===== src/rtl/ov5640_init_seq_pkg.sv =====
// Shared camera package: init-sequencer state encoding and init-table entry layout.
// An entry is {reg_addr[15:0], reg_data[7:0]}.
package ov5640_init_seq_pkg;

    localparam int unsigned StateWidth = 4;

    localparam logic [StateWidth-1:0] StIdle  = 4'd0;
    localparam logic [StateWidth-1:0] StPwrup = 4'd1;
    localparam logic [StateWidth-1:0] StFetch = 4'd2;
    localparam logic [StateWidth-1:0] StLatch = 4'd3;
    localparam logic [StateWidth-1:0] StWrite = 4'd4;
    localparam logic [StateWidth-1:0] StDelay = 4'd5;
    localparam logic [StateWidth-1:0] StNext  = 4'd6;
    localparam logic [StateWidth-1:0] StDone  = 4'd7;
    localparam logic [StateWidth-1:0] StFail  = 4'd8;

    localparam int unsigned EntryWidth   = 24;
    localparam int unsigned EntryAddrMsb = 23;
    localparam int unsigned EntryAddrLsb = 8;
    localparam int unsigned EntryDataMsb = 7;
    localparam int unsigned EntryDataLsb = 0;

    function automatic logic [15:0] entry_addr(input logic [EntryWidth-1:0] entry);
        return entry[EntryAddrMsb:EntryAddrLsb];
    endfunction

    function automatic logic [7:0] entry_data(input logic [EntryWidth-1:0] entry);
        return entry[EntryDataMsb:EntryDataLsb];
    endfunction

endpackage


===== src/rtl/ov5640_init_seq.sv =====
// OV5640 init sequencer: walks an external init-table ROM and issues one SCCB
// register write per entry, with power-up wait, post-reset delay and per-entry retries.
module ov5640_init_seq
    import ov5640_init_seq_pkg::*;
#(
    parameter int unsigned TABLE_SIZE     = 250,
    parameter int unsigned ADDR_WIDTH     = 8,
    parameter int unsigned PWRUP_CYCLES   = 1_000_000,
    parameter int unsigned RST_IDX        = 1,
    parameter int unsigned RST_DLY_CYCLES = 250_000,
    parameter int unsigned MAX_RETRY      = 3
) (
    input  logic                  clk,
    input  logic                  reset,
    input  logic                  start,
    output logic [ADDR_WIDTH-1:0] rom_addr,
    input  logic [23:0]           rom_q,
    output logic                  wr_req,
    output logic [15:0]           wr_addr,
    output logic [7:0]            wr_data,
    input  logic                  wr_done,
    input  logic                  wr_err,
    output logic                  busy,
    output logic                  init_done,
    output logic                  init_err
);

    localparam logic [ADDR_WIDTH-1:0] LastIdx = ADDR_WIDTH'(TABLE_SIZE - 1);
    localparam logic [ADDR_WIDTH-1:0] RstIdx  = ADDR_WIDTH'(RST_IDX);

    logic [StateWidth-1:0] state_q, state_d;
    logic [ADDR_WIDTH-1:0] index_q, index_d;
    logic [31:0]           retry_q, retry_d;
    logic [31:0]           cnt_q, cnt_d;
    logic [15:0]           waddr_q, waddr_d;
    logic [7:0]            wdata_q, wdata_d;

    always_comb begin
        state_d = state_q;
        index_d = index_q;
        retry_d = retry_q;
        cnt_d   = cnt_q;
        waddr_d = waddr_q;
        wdata_d = wdata_q;
        case (state_q)
            StIdle, StDone, StFail: begin
                if (start) begin
                    state_d = StPwrup;
                    index_d = '0;
                    retry_d = '0;
                    cnt_d   = PWRUP_CYCLES;
                end
            end
            // Shared down-counter: a load of 0 or 1 both give a single clk in the state.
            StPwrup: begin
                if (cnt_q <= 32'd1) state_d = StFetch;
                else                cnt_d   = cnt_q - 32'd1;
            end
            StFetch: state_d = StLatch;
            StLatch: begin
                waddr_d = entry_addr(rom_q);
                wdata_d = entry_data(rom_q);
                state_d = StWrite;
            end
            // Error wins over a coincident done; a retry re-enters WRITE through LATCH,
            // which gives the idle clk and re-captures the unchanged ROM word.
            StWrite: begin
                if (wr_err) begin
                    if (retry_q < MAX_RETRY) begin
                        retry_d = retry_q + 32'd1;
                        state_d = StLatch;
                    end else begin
                        state_d = StFail;
                    end
                end else if (wr_done) begin
                    retry_d = '0;
                    if (index_q == RstIdx) begin
                        state_d = StDelay;
                        cnt_d   = RST_DLY_CYCLES;
                    end else begin
                        state_d = StNext;
                    end
                end
            end
            StDelay: begin
                if (cnt_q <= 32'd1) state_d = StNext;
                else                cnt_d   = cnt_q - 32'd1;
            end
            StNext: begin
                if (index_q == LastIdx) begin
                    state_d = StDone;
                end else begin
                    index_d = index_q + ADDR_WIDTH'(1);
                    state_d = StFetch;
                end
            end
            default: state_d = StIdle;
        endcase
    end

    always_ff @(posedge clk or posedge reset) begin
        if (reset) begin
            state_q <= StIdle;
            index_q <= '0;
            retry_q <= '0;
            cnt_q   <= '0;
            waddr_q <= '0;
            wdata_q <= '0;
        end else begin
            state_q <= state_d;
            index_q <= index_d;
            retry_q <= retry_d;
            cnt_q   <= cnt_d;
            waddr_q <= waddr_d;
            wdata_q <= wdata_d;
        end
    end

    assign rom_addr  = index_q;
    assign wr_addr   = waddr_q;
    assign wr_data   = wdata_q;
    assign wr_req    = (state_q == StWrite);
    assign init_done = (state_q == StDone);
    assign init_err  = (state_q == StFail);
    assign busy      = (state_q != StIdle) && (state_q != StDone) && (state_q != StFail);

endmodule

===== config.mk =====
export PLATFORM = sky130hd
export DESIGN_NAME = ov5640_init_seq
export DESIGN_NICKNAME = d
export VERILOG_FILES = /design/src/rtl/ov5640_init_seq_pkg.sv /design/src/rtl/ov5640_init_seq.sv
export SDC_FILE = /design/constraint.sdc
export NUM_CORES = 1
export LEC_CHECK = 0
export CELL_PAD_IN_SITES_DETAIL_PLACEMENT = 2
export CELL_PAD_IN_SITES_GLOBAL_PLACEMENT = 2
export CORE_AREA = 10 10 129 131
export CTS_BUF_LIST = sky130_fd_sc_hd__clkbuf_16
export DETAILED_ROUTE_END_ITERATION = 8
export DIE_AREA = 0 0 139 141
export PLACE_DENSITY_LB_ADDON = 0.1
export SLEW_MARGIN = 20
export SYNTH_ARGS = -nofsm -noshare
export SYNTH_HDL_FRONTEND = slang
export SYNTH_SLANG_ARGS = --single-unit

===== constraint.sdc =====
create_clock -name clk -period 4.3 [get_ports clk]
set_clock_uncertainty 0.2 [all_clocks]
set_input_delay 1.075 -clock clk [delete_from_list [all_inputs] [get_ports clk]]
set_output_delay 1.075 -clock clk [all_outputs]
set_load 0.01 [all_outputs]

==> impl_metrics.json <==
{
  "grt_max_degree": 68,
  "cts_max_level": 3,
  "cts_tree": "yes",
  "synth.most_common_cell": "dfrtp_1",
  "antenna_found_initial": 0,
  "synth-warning-count": 0,
  "drive_gt1_share_pct": 12.5,
  "num_vias": 4008,
  "p_clk_share_pct": 23.4,
  "ys_seq_area_share_pct": 51.4,
  "die_h_um": 141,
  "postRouteAntennaNets": 0,
  "syn_inst": 476,
  "ios": 65,
  "cts.repair.resized": 0,
  "required_ns": 3.02,
  "syn_nets": 510,
  "port_buffers": 64,
  "wl_um": 14600,
  "vias_per_cell": 5.49,
  "rsz0062_at_grt": "false",
  "cp-end-kind": "output port",
  "clk_path_buf_depth": 2,
  "routedWlPerCell_um": 19.9,
  "cap_violations": 0,
  "slew_headroom_pct": 30.4,
  "p_per_area_mw_per_mm2": 591,
  "clk_latency_ns": 0.36,
  "dieWidth_um": 139,
  "cp_max_fo": 16,
  "max_freq_mhz": 272,
  "clkTransAtPathRegs_ns": 0.07,
  "nets": 575,
  "grt.overflow.total": 0,
  "fin_util_pct": 42.6,
  "yosysUniqueCellTypes": 55,
  "synth_flop_cell": "dfrtp_1",
  "slew_viol_final": 0,
  "grt_pass1_vias": 4441,
  "first_pass_iters": 4,
  "antennaDiodeCount": 0,
  "cts_root_buffer": "clkbuf_16",
  "holdWs_ns": 0.289,
  "grt_first_pass_wirelength_um": 24300,
  "crit_type": "flip-flop to output port",
  "hpwl_um": 10700,
  "synthesis.area_mm2": 0.00487,
  "tightestPinTransition_ns": 1.04,
  "dp_cells": 714,
  "start_util_pct": 34.3,
  "yosysTopAreaCellShare_pct": 51.4,
  "ys_seq_elements": 100,
  "fin_crit_sh_pct": 85.6,
  "async_flop_share_pct": 100,
  "p_int_w": 0.00221,
  "rows": 44,
  "synth_enable_flop_cells": 0,
  "status": "completed",
  "yosysTopAreaCell": "dfrtp_1",
  "final_cells": 730,
  "synth_area_leaders": "dfrtp_1 (51%), mux2_2 (5.5%), nor2_1 (3.2%)",
  "leakage_nw": 2.49,
  "syn_area_per_cell_um2": 10.2,
  "synthToLayoutAreaGrowth_pct": 24.2,
  "gp_congestion": 0.786,
  "postCtsSetupBuffers": 0,
  "synth.top_cells.by_count": "dfrtp_1 (100), nor2_1 (42), mux2_2 (24), nand2_1 (24), nor3_1 (24)",
  "vdd.ir_drop.worst_v": 0.000293,
  "fin_tns_setup_ns": 0,
  "sw_frac_of_total_pct": 38.1,
  "setup_viol": 0,
  "drtIter0Drc": 230,
  "hold_buffers": 0,
  "coreArea_mm2": 0.0142,
  "p_switching_w": 0.00136,
  "fp.dieArea_mm2": 0.0196,
  "hold_class": "flip-flop to flip-flop",
  "arrival_ns": 2.40,
  "hold_violations": 0,
  "grtUsageTotal_pct": 15.1,
  "cts.sinks": 100,
  "start_kind": "flip-flop",
  "min_period_ns": 3.68,
  "drc": 0,
  "cts_buffers": 9,
  "pwr-share-seq_pct": 36.4,
  "pwr-share-comb_pct": 40.2
}
## final cells by class
cell class                 count  area [µm²]
clock inverter                 7        75.1
multi-input combinational    337        2220
sequential                   100        2500
fill                        1492        8150
tap                          184         230
clock buffer                   9         225
inverter                      16        62.6
timing repair buffer          77         738
## layer usage
layer | global-route usage [%] | routed length (µm) | vias to the layer above
li1 | - | - | 1870
met5 | 0 | 0 | -
met2 | 25.6 | 7370 | 64
met3 | 4.50 | 804 | 18
met1 | 17.6 | 6090 | 2056
met4 | 6.15 | 289 | 0
## path summary, 6_finish.rpt
kind | from | endpoint | depth (start not counted) | slack [ns]
max reg2reg | cnt_q[12] | cnt_q[16] | 6 | 0.79
min | retry_q[28] | retry_q[28] | 1 | 0.29
min in group asynchronous | reset | cnt_q[21] | 2 | 1.05
max in group asynchronous | reset | wr_addr[11] | 3 | 2.02
min reg2reg | retry_q[28] | retry_q[28] | 1 | 0.29
max | state_q[0] | wr_req | 4 | 0.62
## sequential cells by signal, indices dropped and copies added, names as in the netlist
| name | count |
|---|---|
| wr_data | 8 |
| retry_q | 32 |
| wr_addr | 16 |
| state_q | 4 |
| cnt_q | 32 |
| rom_addr | 8 |
## logic make-up (layout without fill, tap and decap cells)
logic type / Yosys count / after routing / share of synthesized area (%)
DFF: 100 / 100 / 51.4
and+or+nand+nor: 193 / 193 / 21.5
buffers and inverters: 39 / 109 / 3.39
adders and majority gates: 5 / 5 / 1.28
AOI/OAI and AO/OA: 99 / 99 / 13.9
xor gates and xnor gates: 13 / 13 / 2.34
muxes: 27 / 27 / 6.16
## power groups by stage
stage                     Combinational (W)  Clock [W]  Sequential (W)
after global routing                0.00161   0.000907         0.00134
final                               0.00144   0.000837         0.00130
after floorplan                    0.000837          0         0.00131
after global placement              0.00141          0         0.00130
after detailed placement            0.00146          0         0.00132
after CTS                           0.00147   0.000867         0.00131
## stage by stage
stage	power [W]	instance area [µm²]	worst slack [ns]
floorplan	0.00215	4870	0.406
global placement	0.00272	5750	0.627
detailed placement	0.00279	5750	0.533
CTS	0.00365	6050	0.573
global route	0.00386	6050	0.512
finish	0.00358	6050	0.621
## critical path: stages (launching register included)
cell             delay [ns]
dfrtp_1                0.57
or2_2                  0.37
or3_1                  0.42
inv_1                  0.13
clkdlybuf4s50_1        0.55
## placed cells by master (no fill, tap or decap), types with 16 or more instances in the layout
cell type	n
a21oi_1	20
and2_1	23
clkdlybuf4s50_1	64
dfrtp_1	100
mux2_2	24
nand2_1	24
nor2_1	41
nor3_1	23
nor4_1	16
o21ai_0	19
No activity file was read; power rests on OpenSTA's default activity.
